**src/rtl/cla_seq_ctrl.sv**
```systemverilog
// Sequential wide adder: one 8-bit carry-lookahead slice is reused LSB-first over NBYTES cycles.
// Optional subtract mode is compiled in with `define CLA_SUB_EN (adds the sub input port).
module cla_seq_ctrl #(
  parameter int NBYTES = 4
) (
  input  logic                  clk,
  input  logic                  rst,
  input  logic                  in_valid,
  output logic                  in_ready,
  input  logic [8*NBYTES-1:0]   op_a,
  input  logic [8*NBYTES-1:0]   op_b,
  input  logic                  cin,
`ifdef CLA_SUB_EN
  input  logic                  sub,
`endif
  output logic                  out_valid,
  input  logic                  out_ready,
  output logic [8*NBYTES-1:0]   result,
  output logic                  cout,
  output logic                  busy
);

  localparam int W  = 8 * NBYTES;
  localparam int IW = $clog2(NBYTES);
  localparam logic [IW-1:0] LAST = IW'(NBYTES - 1);

  typedef enum logic [1:0] {IDLE, RUN, DONE} state_t;

  state_t        state, state_nx;
  logic [IW-1:0] idx;
  logic          carry;
  logic [W-1:0]  a_reg, b_reg;
  logic [7:0]    s_sum;
  logic          s_cout;
  logic          sub_i;

`ifdef CLA_SUB_EN
  assign sub_i = sub;
`else
  assign sub_i = 1'b0;
`endif

  // Each carry is the full lookahead expansion of generate/propagate terms.
  function automatic logic [8:0] cla8(input logic [7:0] a, input logic [7:0] b, input logic c0);
    logic [7:0] g, p;
    logic [8:0] c;
    logic       t, pp;
    g = a & b;
    p = a ^ b;
    c = '0;
    c[0] = c0;
    for (int unsigned i = 0; i < 8; i++) begin
      t  = g[i];
      pp = p[i];
      for (int unsigned k = 1; k <= i; k++) begin
        t  = t | (pp & g[i-k]);
        pp = pp & p[i-k];
      end
      c[i+1] = t | (pp & c0);
    end
    return {c[8], p ^ c[7:0]};
  endfunction

  always_comb begin
    {s_cout, s_sum} = cla8(a_reg[8*idx +: 8], b_reg[8*idx +: 8], carry);
  end

  always_comb begin
    state_nx  = state;
    in_ready  = 1'b0;
    out_valid = 1'b0;
    busy      = 1'b1;
    case (state)
      IDLE: begin
        in_ready = 1'b1;
        busy     = 1'b0;
        if (in_valid) state_nx = RUN;
      end
      RUN:  if (idx == LAST) state_nx = DONE;
      DONE: begin
        out_valid = 1'b1;
        if (out_ready) state_nx = IDLE;
      end
      default: state_nx = IDLE;
    endcase
  end

  always_ff @(posedge clk) begin
    if (rst) begin
      state  <= IDLE;
      idx    <= '0;
      carry  <= 1'b0;
      a_reg  <= '0;
      b_reg  <= '0;
      result <= '0;
      cout   <= 1'b0;
    end else begin
      state <= state_nx;
      case (state)
        IDLE: if (in_valid) begin
          // Inverting B once at capture is equivalent to inverting each byte at the slice.
          a_reg <= op_a;
          b_reg <= sub_i ? ~op_b : op_b;
          carry <= sub_i | cin;
          idx   <= '0;
        end
        RUN: begin
          result[8*idx +: 8] <= s_sum;
          carry              <= s_cout;
          if (idx == LAST) cout <= s_cout;
          else             idx  <= idx + 1'b1;
        end
        default: ;
      endcase
    end
  end

endmodule
```
**config.mk**
```make
export PLATFORM = sky130hd
export DESIGN_NAME = cla_seq_ctrl
export DESIGN_NICKNAME = d
export VERILOG_FILES = /design/src/rtl/cla_seq_ctrl.sv
export SDC_FILE = /design/constraint.sdc
export NUM_CORES = 1
export LEC_CHECK = 0
export ABC_AREA = 1
export CAP_MARGIN = 15
export CORE_UTILIZATION = 45
export DETAILED_ROUTE_END_ITERATION = 12
export PLACE_DENSITY = 0.75
export SYNTH_ARGS = -nofsm -noshare
export SYNTH_HDL_FRONTEND = slang
export SYNTH_SLANG_ARGS = --single-unit
```
**constraint.sdc**
```tcl
create_clock -name clk -period 2.4 [get_ports clk]
set_input_delay 0.6 -clock clk [delete_from_list [all_inputs] [get_ports clk]]
set_output_delay 0.6 -clock clk [all_outputs]
set_load 0.01 [all_outputs]
```
* Word-level counts from Yosys, hierarchy flattened *
Index checks and enable logic that the tools add are counted.

cells by class
  muxes and demuxes = 13
  bitwise logic cells = 103
  add/sub/neg operators = 2
  reduce and logical (&&, ||, !) cells = 7
  shift operators = 4
  eq/ne operators = 7

operators by type and width
  cell                                                                     number
  1-bit bitwise AND                                                        64
  32-bit by 6-bit variable part select with 8-bit output                   2
  1-bit bitwise OR                                                         36
  5-bit negator with 34-bit output                                         1
  8-bit by 34-bit variable shift with 32-bit output, first input constant  1
  8-bit by 34-bit variable part select with 32-bit output                  1
  32-bit bitwise mux                                                       1
  8-bit bitwise XOR                                                        2
  2-bit 2-to-1 mux                                                         5
  8-bit bitwise AND                                                        1
  2-bit inequality test, second input constant                             4
  2-bit one-hot mux with 3 select lines                                    1
  2-bit AND reduction                                                      3
  3-bit AND reduction                                                      2
  2-bit == test, second input constant                                     2
  1-bit 2-to-1 mux                                                         4
  2-bit one-hot mux with 2 select lines                                    1
  2-bit by 1-bit adder with 2-bit output, second input constant            1
  2-bit by 1-bit == test with 1-bit output, second input constant          1
  2-bit zero test                                                          1
  1-bit one-hot mux with 2 select lines                                    1
  2-bit nonzero test                                                       1

word-level totals
  output and inout port bits = 36
  input bits = 69
  word-level logic and storage cells = 143
  bits in registers = 102

* Longest topological paths before layout *
  depth in word-level cells = 13
  mapped depth = 17
  depth with buffers taken out = 15

* Worst setup path after synthesis *
Ideal clock, no wire load.

  kind = register -> register
  from = register idx[0]
  to = register result[15]
  setup slack = -0.018 ns
  period minus slack after synthesis = 2.418 ns
  arrival time = 2.348 ns
  stages on the path, launching flop included = 17
  path buffers = 2
  library setup time = 0.071 ns
  data required time = 2.329 ns
  path through = dfxtp_1 > clkbuf_1 > buf_2 > nor2_1 > o22ai_1 > ha_1 > nand2_1 > nor2_1 > nor2_1 > nand2_1 > nand2_1 > nand2_1 > nand2_2 > nand3_1 > nor2_1 > nand2_1 > a21oi_1

on the way
  word-level cells in the longest chain between the ends = 13
  elaborated cells on any way between the ends = 86
  those cells by class = add/sub (1); shift (4); mux (1); bitwise (80)

ends and longest elaborated chain
  what                                                     line    text
  from (decl)                                              30      logic [IW-1:0] idx;
  from (signal assigned)                                   111     else idx <= idx + 1'b1;
  32-bit by 6-bit variable part select with 8-bit output   65      {s_cout, s_sum} = cla8(a_reg[8*idx +: 8], b_reg[8*idx +: 8], carry);
  8-bit bitwise XOR or 8-bit bitwise AND (tied branches)   49, 48
  1-bit bitwise AND, on equally long branches              56, 57
  1-bit bitwise OR (tied with other cells) (5 in a row)    56      t = t | (pp & g[i-k]);
  1-bit bitwise OR or 1-bit bitwise AND (tied branches)    56, 59
  1-bit bitwise OR                                         59      c[i+1] = t | (pp & c0);
  8-bit bitwise XOR                                        61      return {c[8], p ^ c[7:0]};
  8-bit by 34-bit variable part select with 32-bit output  108     result[8*idx +: 8] <= s_sum;
  32-bit bitwise mux *                                     108
  to (signal, indexed assignment)                          108
  to (decl)                                                18      output logic [8*NBYTES-1:0] result,

Mark *: on every way between the ends. The rest lies on a longest branch, timed or not.
A chain may end at the register's enable or synchronous reset.

* Worst setup path in the final report *
Ends and elaborated chain as after synthesis.

==> results.md <==
- Clock sink count: 102
- Crit end category: register
- Clock skew: 9.29 ps
- Final period demand of the worst path: 2260 ps
- RSZ-0062 raised after global routing: yes
- # setup viols final: 0
- DP Area: 5860 um2
- Mapped Nets: 717
- Area grow syn2layout: 38.1%
- Worst Hold Class: register to register
- Worst-Skew Late Latency: 360 ps
- Die height: 103 um
- GRT overflow: 0
- Fin cells: 876
- Finished Cell Area: 6390 um2
- Clock-pin slew on the worst setup and hold paths: 90 ps
- Leak: 2.51 nW
- Slew margin rel.: 67.4%
- CTS root buffer: clkbuf_8
- Required @ worst endpoint: 2690 ps
- Vias per cell: 5.12
- Synth cell types: 34
- Critical path peak fanout: 15
- Setup TNS Final: 0 ps
- Number of synthesized register bits: 102
- Synth warn: 0
- Mapped Cells: 632
- Ports: 105
- Antenna-violating nets left: 0
- Initial DRC count: 190
- Std-Cell Rows: 36
- Total track usage: 22.4%
- N_diodes: 0
- Critical path class: register to register
- Die area: 10700 um2
- Pre-antenna DRT Iters: 4
- CTS hold repair buffers: 0
- Tcrit/Tclk final: 94.2%
- Worst Setup Slack, final: 138 ps
- CTS tree: yes
- CTS Buffer Depth: 2
- Final GP Congestion: 0.872
- Worst Setup Start Kind: register
- Initial antenna violation count: 0
- Die Width: 103 um
- H-tree Lvls: 3
- PortBufs: 104
- Num CTS Buffers: 9
- Largest net degree at the start of global routing: 68
- Detailed placement HPWL: 8340 um
- Initial core utilization: 46.9%
- Status: finished, final reports clean
- Pre-CTS setup slack: 14.8 ps
- First-pass GRT wire length: 18600 um
- Max Clk Rate: 442 MHz
- Drc violations: 0
- Crit path DAT: 2550 ps
- Via count: 4485
- Seq/Total Area, Yosys: 44.2%
- Max_cap viols: 0
- Final net count: 823
- Hold Vio Cnt, Final: 0
- Routed length per instance: 13.6 um
- Syn_area_per_cell: 7.32 um2
- Core region area: 9860 um2
- VDD IR max: 0.316 mV
- Placed cells: 852
- Vias in the first global route: 4117
- Worst Tran Pin Value: 489 ps
- Post-synthesis cell area: 4620 um2
- Pwr dens: 638 nW/um2
- Post-Route WL: 11900 um
- Final Max Slew Viols: 0
- Layout cell share with drive strength beyond 1: 13.9%
final timing paths:
path / startpoint / endpoint / slack (ps) / cells after the start
max: idx[0] / result[15] / 140 / 16
min reg2reg: result[16] / result[16] / 470 / 2
min: result[16] / result[16] / 470 / 2
max reg2reg: idx[0] / result[15] / 140 / 16
Yosys cell counts, drive strengths merged:
cell type / instances / area, um2
a21oi: 33 / 169
a22oi: 3 / 22.5
a31oi: 2 / 12.5
buf: 11 / 72.6
clkbuf: 25 / 114
dfxtp: 102 / 2040
fa: 1 / 20.0
ha: 15 / 188
inv: 26 / 103
nand2: 78 / 323
nand3: 21 / 110
nand4: 7 / 43.8
nor2: 180 / 688
nor3: 5 / 36.3
nor3b: 1 / 12.5
nor4: 1 / 21.3
o21a: 1 / 7.51
o21ai: 98 / 490
o21bai: 2 / 15.0
o22ai: 16 / 100
or2: 1 / 6.26
xnor2: 1 / 8.76
xor2: 2 / 17.5
power by group:
group	switching [mW]	leakage [nW]	internal, mW
Clock	0.578	0.0776	0.404
Combinational	0.665	1.60	0.557
Sequential	0.0669	0.839	1.80
cells by family after synthesis:
kind of cell,after synthesis,share of synthesized area [%]
and+or+nand+nor,294,26.8
xor gates and xnor gates,3,0.568
DFF,102,44.2
adders and majority gates,16,4.49
AOI/OAI and AO/OA,155,17.7
buffers and inverters,62,6.25
layout make-up:
| class | count | area, um2 |
|---|---|---|
| Clock buffer | 11 | 141 |
| Clock inverter | 5 | 35.0 |
| Fill cell | 861 | 3480 |
| Inverter | 26 | 108 |
| Multi-Input combinational cell | 468 | 2510 |
| Sequential cell | 102 | 2050 |
| Tap cell | 133 | 166 |
| Timing Repair Buffer | 131 | 1380 |
stage by stage:
| stage | utilization [%] | hold slack [ps] | power (mW) |
|---|---|---|---|
| CTS | 61.4 | 473 | 3.89 |
| finish | 64.7 | 473 | 4.07 |
| global placement | 59.4 | 454 | 2.92 |
| detailed placement | 59.4 | 458 | 2.94 |
| global route | 64.7 | 492 | 4.30 |
| floorplan | - | 449 | 2.53 |
metal layers:
metal	up-vias	share of wire, %	wire (um)	track usage [%]
met1	2033	46	5500	28.7
met4	0	1.5	185	5.09
met2	137	48	5680	39.1
li1	2299	-	-	-
met3	16	4.9	584	3.97
met5	-	0	0	0
cells in the final DEF (no fill, tap or decap), types with 2 or more instances in the layout:
master,n
nor2_1,174
clkdlybuf4s50_1,104
dfxtp_1,101
o21ai_0,83
nand2_1,67
a21oi_1,25
inv_1,20
nand3_1,17
buf_4,17
o22ai_2,10
ha_1,10
clkbuf_8,10
o21ai_1,9
a21oi_2,8
nand2_2,8
nand4_1,7
o22ai_1,6
o21ai_2,6
buf_12,6
ha_4,5
nor2_2,4
inv_2,4
nand3_2,4
nor3_1,4
clkinvlp_4,4
nand2_4,3
a22oi_1,3
clkbuf_16,3
inv_6,2
o21bai_1,2
xor2_1,2
nor2_4,2
a31oi_1,2
what timing repair did:
action                     4_1_cts  5_1_grt
setup endpoints to repair        2       28
pin swaps                        0       14
setup buffers                    0        5
gates resized for setup          2       62
cloned                           0        3
critical path: stages, from the launching register on:
cell	delay [ps]
dfxtp_4	390
inv_6	100
clkbuf_16	180
o21ai_2	60
o22ai_2	230
ha_4	270
nand2_1	90
nand2_1	50
nor2_1	100
nand2_1	60
nand2_1	90
nand2_1	70
nand2_2	90
nand3_1	90
nor2_2	120
nand2_1	60
a21oi_1	120
No activity file was read; power rests on OpenSTA's default activity.
